**src/rtl/mul_8_seq.sv**
```systemverilog
// Sequential 8x8 unsigned multiplier: one shared 4x4 multiplier is stepped through the
// four nibble partial products, with valid/ready handshakes on both operands and result.

module mul_4 (
    input  logic [3:0] a_i,
    input  logic [3:0] b_i,
    output logic [7:0] p_o
);
    assign p_o = {4'h0, a_i} * {4'h0, b_i};
endmodule

module mul_8_seq (
    input  logic          clk_i,
    input  logic          rst_ni,
    input  logic          in_valid_i,
    output logic          in_ready_o,
    input  logic [7:0]    a_i,
    input  logic [7:0]    b_i,
    output logic          out_valid_o,
    input  logic          out_ready_i,
    output logic [15:0]   prod_o,
    output logic          busy_o
);
    localparam int unsigned N = 8;

    typedef enum logic [1:0] {StIdle, StCalc, StDone} state_e;

    state_e           r_state;
    state_e           w_state_next;
    logic [N-1:0]     r_a;
    logic [N-1:0]     r_b;
    logic [1:0]       r_step;
    logic [2*N-1:0]   r_acc;
    logic [2*N-1:0]   r_prod;

    logic             w_accept;
    logic [3:0]       w_mul_a;
    logic [3:0]       w_mul_b;
    logic [7:0]       w_pp;
    logic [2*N-1:0]   w_addend;
    logic [2*N-1:0]   w_sum;

    always_ff @(posedge clk_i or negedge rst_ni) begin
        if (!rst_ni) begin
            r_state <= StIdle;
        end else begin
            r_state <= w_state_next;
        end
    end

    always_comb begin
        w_state_next = r_state;
        unique case (r_state)
            StIdle: begin
                if (in_valid_i) w_state_next = StCalc;
            end
            StCalc: begin
                if (r_step == 2'd3) w_state_next = StDone;
            end
            StDone: begin
                if (out_ready_i) w_state_next = in_valid_i ? StCalc : StIdle;
            end
            default: w_state_next = StIdle;
        endcase
    end

    // In DONE the slot frees up in the same cycle the consumer takes the result.
    always_comb begin
        in_ready_o  = 1'b0;
        out_valid_o = 1'b0;
        busy_o      = 1'b0;
        unique case (r_state)
            StIdle:  in_ready_o = 1'b1;
            StCalc:  busy_o = 1'b1;
            StDone: begin
                in_ready_o  = out_ready_i;
                out_valid_o = 1'b1;
            end
            default: in_ready_o = 1'b0;
        endcase
    end

    assign w_accept = in_valid_i & in_ready_o;

    // Step bit 0 selects the high multiplicand nibble, bit 1 the high multiplier nibble.
    assign w_mul_a = r_step[0] ? r_a[7:4] : r_a[3:0];
    assign w_mul_b = r_step[1] ? r_b[7:4] : r_b[3:0];

    mul_4 u_mul_4 (
        .a_i (w_mul_a),
        .b_i (w_mul_b),
        .p_o (w_pp)
    );

    always_comb begin
        w_addend = '0;
        unique case (r_step)
            2'd0:    w_addend = {8'h00, w_pp};
            2'd1:    w_addend = {4'h0, w_pp, 4'h0};
            2'd2:    w_addend = {4'h0, w_pp, 4'h0};
            2'd3:    w_addend = {w_pp, 8'h00};
            default: w_addend = '0;
        endcase
    end

    assign w_sum = r_acc + w_addend;

    always_ff @(posedge clk_i or negedge rst_ni) begin
        if (!rst_ni) begin
            r_a    <= '0;
            r_b    <= '0;
            r_step <= '0;
            r_acc  <= '0;
            r_prod <= '0;
        end else if (w_accept) begin
            r_a    <= a_i;
            r_b    <= b_i;
            r_step <= '0;
            r_acc  <= '0;
        end else if (r_state == StCalc) begin
            r_acc  <= w_sum;
            r_step <= r_step + 2'd1;
            if (r_step == 2'd3) r_prod <= w_sum;
        end
    end

    assign prod_o = r_prod;

endmodule

```
**config.mk**
```make
export PLATFORM = sky130hd
export DESIGN_NAME = mul_8_seq
export DESIGN_NICKNAME = d
export VERILOG_FILES = /design/src/rtl/mul_8_seq.sv
export SDC_FILE = /design/constraint.sdc
export NUM_CORES = 1
export LEC_CHECK = 0
export CAP_MARGIN = 10
export CORE_ASPECT_RATIO = 0.5
export CORE_MARGIN = 1.5
export CORE_UTILIZATION = 40
export CTS_CLUSTER_DIAMETER = 120
export DETAILED_ROUTE_END_ITERATION = 8
export SYNTH_ARGS = -nofsm -noshare
export SYNTH_HDL_FRONTEND = slang
export SYNTH_SLANG_ARGS = --single-unit
```
**constraint.sdc**
```tcl
create_clock -name clk_i -period 5.1 [get_ports clk_i]
set_input_delay 0.51 -clock clk_i [delete_from_list [all_inputs] [get_ports clk_i]]
set_output_delay 0.51 -clock clk_i [all_outputs]
set_load 0.03 [all_outputs]
```
==> metrics.md, run 1 <==
| Metric | Value |
|---|---|
| First-pass GRT wire length | `13600 µm` |
| Top fanout value on the critical path | `6` |
| Die ar. | `0.00936 mm²` |
| Final Max Tran Viols | `0` |
| Number of flops mapped to enable cells by yosys | `0` |
| Dpl ws | `-108 ps` |
| Yosys top cell area share | `37.2%` |
| I/O pin count | `39` |
| Initial core utilization | `42.5%` |
| Synth area leader | `dfrtp_1` |
| Synth Area in Compound Gates | `17.4%` |
| WS Path Type | `reg -> reg` |
| Fin util | `52.0%` |
| Worst path slowest cell | `fa_1` |
| Total CTS buffers | `5` |
| Detail Placement HPWL | `6050 µm` |
| Clk sink count | `between 50 and 60` |
| Levels on crit path | `19` |
| Final setup viols | `0` |
| Area growth, synth to finish | `22.3%` |
| Max-Cap Viols | `0` |
| TritonCTS clock tree | `built` |
| Die W | `135 µm` |
| Input/output buffers | `38` |
| Max stage delay on crit path | `540 ps` |
| Critical Path Most Common Cell | `inv_1` |
| Syn avg cell area | `8.84 µm²` |
| Max_slew headroom | `around 44%` |
| Clk buf depth | `2` |
| Result of the run | `finished, final reports clean` |
| Tmin final | `4900 ps` |
| # rows | `23` |
| CP Data Required Time | `5320 ps` |
| Most common cell in the netlist | `nand2_1` |
| Vias per cell | `5.29` |
| Layout Skew | `4.68 ps` |
| Main combinational cell family by area after synthesis | `simple AND/OR/NAND/NOR gates` |
| Hold Path Class | `in -> async` |
| Startpoint Class | `flip-flop` |
| XOR/XNOR Fraction of Synth Area | `approximately 3.7%` |
| Reg2reg end | `prod_o[15]` |
| Clk slew on worst S/H paths | `60 ps` |
| Syn_nets | `450` |
| Reg2reg start | `r_step[1]` |
| Mapped Cells | `between 300 and 400` |
| Worst-Margin Slew | `831 ps` |
| Post-Route WL | `8250 µm` |
| GP Congestion | `approximately 0.9` |
| Multiplexer share of the synthesized area | `5.11%` |
| Fmax | `a little over 0.2 GHz` |
| Synth area leaders | `dfrtp_1, ha_1, nand2_1` |
| Final Hold Vio Count | `0` |
| Worst R2R Setup Slack | `~200 ps` |
| Diodes inserted | `0` |
| CTS Root Cell | `clkbuf_16` |
| Final #Nets | `491` |
| Post-Synth Simple-Gate Area | `20.0%` |
| R2R cell count | `19` |
| Final setup margin | `195 ps` |
| Post-synth ARST share | `between 90% and 100%` |
| Final period utilization | `a little over nine tenths` |
| Critical path buffer and inverter count | `3` |
| WL per Instance | `between 15 and 20 µm` |
| Residual DRC | `0` |
| Crit-path cells | `mux2i_4, or2_2, fa_1, inv_1, fa_1, inv_1, fa_2, inv_1, a21o_1, a21oi_1, xor2_1, mux2i_1, ha_1, a211oi_2, o21ai_2, a21oi_2, a31oi_4, xor3_1, o21ai_1` |
| Adder-cell share of the synthesized area | `13.2%` |
| Remaining antenna violation count after routing | `0` |
| Count of different cell masters after synthesis | `47` |
| Total number of vias | `2894` |
| Synth cell count leaders | `nand2_1, dfrtp_1, nor2_1` |
| Delay-heaviest family, CP | `adder cells` |
| Iteration-0 DRC Markers | `219` |
| Ys flop type | `dfrtp_1` |
| Netlist Area Pre-Place | `about 0.0035 mm²` |
| Initial antenna violation count | `0` |
| Die height | `69.2 µm` |
| Yosys warnings | `0` |
| H-tree Lvls | `2` |
| TritonRoute pass-1 iters | `5` |
| Pin count of the biggest net entering global routing | `53` |
| Sequential share of the synthesized area | `37.2%` |
| GRT Total Usage | `18.3%` |
| Fraction of layout cells with a size suffix above 1 | `12.6%` |
| Clock latency on the worst-skew pair | `290 ps` |
| GR Overflow Total | `0` |
| Core footprint | `0.00823 mm²` |
| Critical path endpoint category | `flip-flop` |
| Vias in the first global route | `around 2800` |
| #FFs+latches synth | `52` |
| Arrival @ worst endpoint | `5120 ps` |
[routing by layer]
metal / part of all wire (%) / vias to the layer above / global-route usage, % / routed length (µm)
met5: 0 / - / 0 / 0
met1: 51 / 1364 / 26.7 / 4230
met3: 5.4 / 7 / 3.97 / 449
met2: 42 / 58 / 27.5 / 3490
met4: 1.0 / 0 / 4.54 / 83
li1: - / 1465 / - / -
[worst max-delay path by stage]
stage               startpoint    endpoint  slack (ps)
floorplan            r_step[0]  prod_o[15]         200
global placement     r_step[0]  prod_o[15]         140
detailed placement   r_step[1]  prod_o[15]        -110
CTS                  r_step[1]  prod_o[15]          20
global route         r_step[1]  prod_o[15]         -50
finish               r_step[1]  prod_o[15]         200
[cells in the final DEF (no fill, tap or decap), types with 5 or more instances in the layout]
cell / count
clkbuf_16: 5
nand2_1: 71
o21a_1: 9
a21o_1: 7
clkdlybuf4s50_1: 37
or2_2: 5
xor2_1: 5
nand2b_1: 5
xnor2_1: 7
nor3_1: 5
o21ai_0: 28
inv_1: 13
buf_4: 12
ha_1: 28
nor2_1: 30
o31ai_1: 5
mux2i_1: 8
mux2_2: 7
a21oi_1: 13
and2_1: 5
nand3_1: 16
dfrtp_1: 50
[what timing repair did]
item                                    CTS  global route
gates resized for setup                   4            25
cloned                                    0             0
endpoints found under the setup margin    4            10
hold buffers                              0             0
pin swaps                                 0            12
buffers inserted                          0             6
[per-stage QoR]
| stage | TNS (ps) | instances | hold WS, ps | area, µm² |
|---|---|---|---|---|
| finish | 0 | 547 | 334 | 4280 |
| floorplan | 0 | 396 | 214 | 3500 |
| detailed placement | -167 | 536 | 465 | 4000 |
| CTS | 0 | 541 | 364 | 4130 |
| global placement | 0 | 536 | 460 | 4000 |
| global route | -151 | 547 | 393 | 4280 |
[state kept, by name (all words and copies together), names as in the netlist]
signal and flops:
prod_o 16, r_a 8, r_acc 16, r_b 8, r_state 2, r_step 2
[layout make-up]
type	instances	area [µm²]
tap	112	140
sequential	52	1300
inverter	14	52.6
multi-input combinational	314	2190
clock buffer	5	125
timing repair buffer	50	465
fill	779	3950
[kinds of logic (layout without fill, tap and decap cells)]
kind of cell | Yosys count | count (layout)
AO/OA/AOI/OAI | 96 | 96
XOR/XNOR | 13 | 13
adder cells (fa/ha/maj) | 34 | 34
buffers and inverters | 30 | 69
flip-flops | 52 | 52
multiplexers | 17 | 17
AND/OR/NAND/NOR | 154 | 154
[worst register-to-register path, stage by stage, from the launching register on]
cell	delay (ps)
dfrtp_2	480
mux2i_4	230
or2_2	310
fa_1	540
inv_1	60
fa_1	530
inv_1	70
fa_2	400
inv_1	60
a21o_1	110
a21oi_1	70
xor2_1	230
mux2i_1	130
ha_1	370
a211oi_2	290
o21ai_2	90
a21oi_2	240
a31oi_4	150
xor3_1	360
o21ai_1	120
Power of run 1 is left out: the tool's default activity adds up to more than one toggle a clock period on the data nets, which glitch-free logic cannot reach.
==> inputs of run 2 (changes only) <==
Settings changed: CORE_MARGIN 1.5 to 3, PLACE_DENSITY set to 0.69.
==> run 2 against run 1 <==
Cell area increased by 0.79%; register-to-register slack improved by 40 ps; utilization increased by 0.23 points; flip-flop and latch count unchanged; via count decreased by 0.66%; highest routed layer unchanged.
==> metrics.md, run 2 (synthesized netlist as in run 1, its figures left out) <==
| Metric | Value |
|---|---|
| GP Congestion | `about 0.82` |
| H-tree Lvls | `2` |
| Worst-Margin Slew | `roughly 900 ps` |
| Crit-path cells | `mux2i_4, or2_2, fa_1, inv_1, fa_2, inv_2, fa_2, inv_1, a21o_1, a21oi_1, xor2_1, mux2i_1, ha_2, buf_4, and4_4, nand4_4, a31oi_2, buf_4, mux2_2, o211ai_1` |
| Hold_ws | `329 ps` |
| I/O pin count | `39` |
| Hold Path Class | `in -> async` |
| Final setup viols | `0` |
| Total CTS buffers | `5` |
| Remaining antenna violation count after routing | `0` |
| Layout Skew | `4.61 ps` |
| Worst path slowest cell | `fa_2` |
| Result of the run | `finished, final reports clean` |
| Die height | `a little over 70 µm` |
| CTS Root Cell | `clkbuf_16` |
| GR Overflow Total | `0` |
| TritonCTS clock tree | `built` |
| Multi-input gate area | `0.00218 mm²` |
| Clock latency on the worst-skew pair | `290 ps` |
| Delay-heaviest family, CP | `adder cells` |
| Detail Placement HPWL | `5860 µm` |
| Max_slew headroom | `between 40% and 50%` |
| Max-Cap Viols | `0` |
| Fmax | `just over 0.2 GHz` |
| Commonest non-fill, non-tap cell in the layout | `nand2_1` |
| Worst R2R Setup Slack | `230 ps` |
| Clk slew on worst S/H paths | `70 ps` |
| Final #Nets | `~500` |
| Clk buf depth | `2` |
| Sequential cell area | `0.00130 mm²` |
| Critical path endpoint category | `flip-flop` |
| Initial core utilization | `42.4%` |
| Reg2reg end | `r_acc[15]` |
| Arrival @ worst endpoint | `just over 5000 ps` |
| Startpoint Class | `flip-flop` |
| Final non-filler cell area | `0.00432 mm²` |
| CP endpoint | `r_acc[15]` |
| Die ar. | `around 0.01 mm²` |
| Total number of vias | `between 2000 and 3000` |
| Crit. Startpoint | `r_step[0]` |
| Pin count of the biggest net entering global routing | `53` |
| Tmin final | `4870 ps` |
| CP Data Required Time | `5310 ps` |
| Post-Route WL | `between 7000 and 8000 µm` |
| Hold buffers post-CTS | `0` |
| # rows | `23` |
| Max stage delay on crit path | `approximately 570 ps` |
| Final period utilization | `95.5%` |
| Core footprint | `between 0.008 and 0.009 mm²` |
| Final Max Tran Viols | `0` |
| GRT Total Usage | `between 10% and 20%` |
| Area growth, synth to finish | `23.3%` |
| Final Hold Vio Count | `0` |
| Vias per cell | `5.24` |
| Vias in the first global route | `2910` |
| Diodes inserted | `0` |
| Initial antenna violation count | `0` |
| Fillers | `765` |
| Top fanout value on the critical path | `5` |
| Die W | `138 µm` |
| First-pass GRT wire length | `13700 µm` |
| Critical path buffer and inverter count | `5` |
| TritonRoute pass-1 iters | `4` |
| Iteration-0 DRC Markers | `140` |
| Levels on crit path | `20` |
| WS Path Type | `reg -> reg` |
| Input/output buffers | `38` |
| R2R cell count | `20` |
| Most frequent cells in the layout | `nand2_1, dfrtp_1, clkdlybuf4s50_1` |
| Fraction of layout cells with a size suffix above 1 | `12.4%` |
| Reg2reg start | `r_step[0]` |
| Residual DRC | `0` |
| Clk sink count | `52` |
| WL per Instance | `14.6 µm` |
| Placed Instance Area | `between 0.004 and 0.005 mm²` |
-- run 2: area by class of cell --
type | instances | share of cell area [%]
Timing Repair Buffer | 49 | 10.6
Sequential cell | 52 | 30.2
Clock inverter | 1 | 0.696
Tap cell | 112 | 3.25
Inverter | 14 | 1.22
Clock buffer | 7 | 3.54
Multi-Input combinational cell | 314 | 50.5
-- run 2: metrics by stage --
| step | setup WS, ps | setup TNS, ps | cells | utilization [%] |
|---|---|---|---|---|
| after floorplan | 200 | 0 | 396 | - |
| after global placement | 165 | 0 | 539 | 48.7 |
| after detailed placement | 16.3 | 0 | 539 | 48.7 |
| final | 231 | 0 | 549 | 52.2 |
| after global routing | -2.60 | -2.60 | 549 | 52.2 |
| after CTS | 18.4 | 0 | 548 | 51.0 |
-- run 2: worst reg2reg max path, cell delays in order (launching register included) --
cell      delay [ps]
dfrtp_2          470
mux2i_4          220
or2_2            320
fa_1             540
inv_1             60
fa_2             570
inv_2             50
fa_2             350
inv_1             60
a21o_1           100
a21oi_1           70
xor2_1           230
mux2i_1          130
ha_2             360
buf_4            130
and4_4           230
nand4_4          120
a31oi_2          200
buf_4            160
mux2_2           330
o211ai_1          90
-- run 2: how the worst min path moves through the flow --
stage / to / cells past startpoint / slack, ps / startpoint
2_1_floorplan: prod_o[0] / 0 / 210 / rst_ni
3_3_place_gp: r_a[3] / 2 / 460 / r_a[3]
3_5_place_dp: r_a[1] / 2 / 460 / r_a[1]
4_1_cts: prod_o[12] / 2 / 360 / rst_ni
5_1_grt: prod_o[9] / 2 / 400 / rst_ni
6_report: prod_o[12] / 2 / 330 / rst_ni
-- run 2: routing by layer --
layer,vias to the layer above,routed length (µm),global-route usage [%]
li1,1465,-,-
met1,1360,4120,23.2
met2,46,3560,26.9
met3,4,255,3.55
met4,0,53,3.40
met5,-,0,0
-- run 2: repair_timing --
item	4_1_cts	5_1_grt
gates resized for setup	1	25
pin swaps	1	13
hold endpoints to repair	0	0
endpoints found under the setup margin	1	12
buffers inserted	1	1
Power of run 2 is left out for the same reason.
==> inputs of run 3 (changes only) <==
Settings changed: ABC_CLOCK_PERIOD_IN_PS set to 5100, TNS_END_PERCENT set to 10.
==> results of run 3 <==
No change in the layout: final DEF, timing and power equal those of run 2.
Power of run 3 is left out for the same reason.
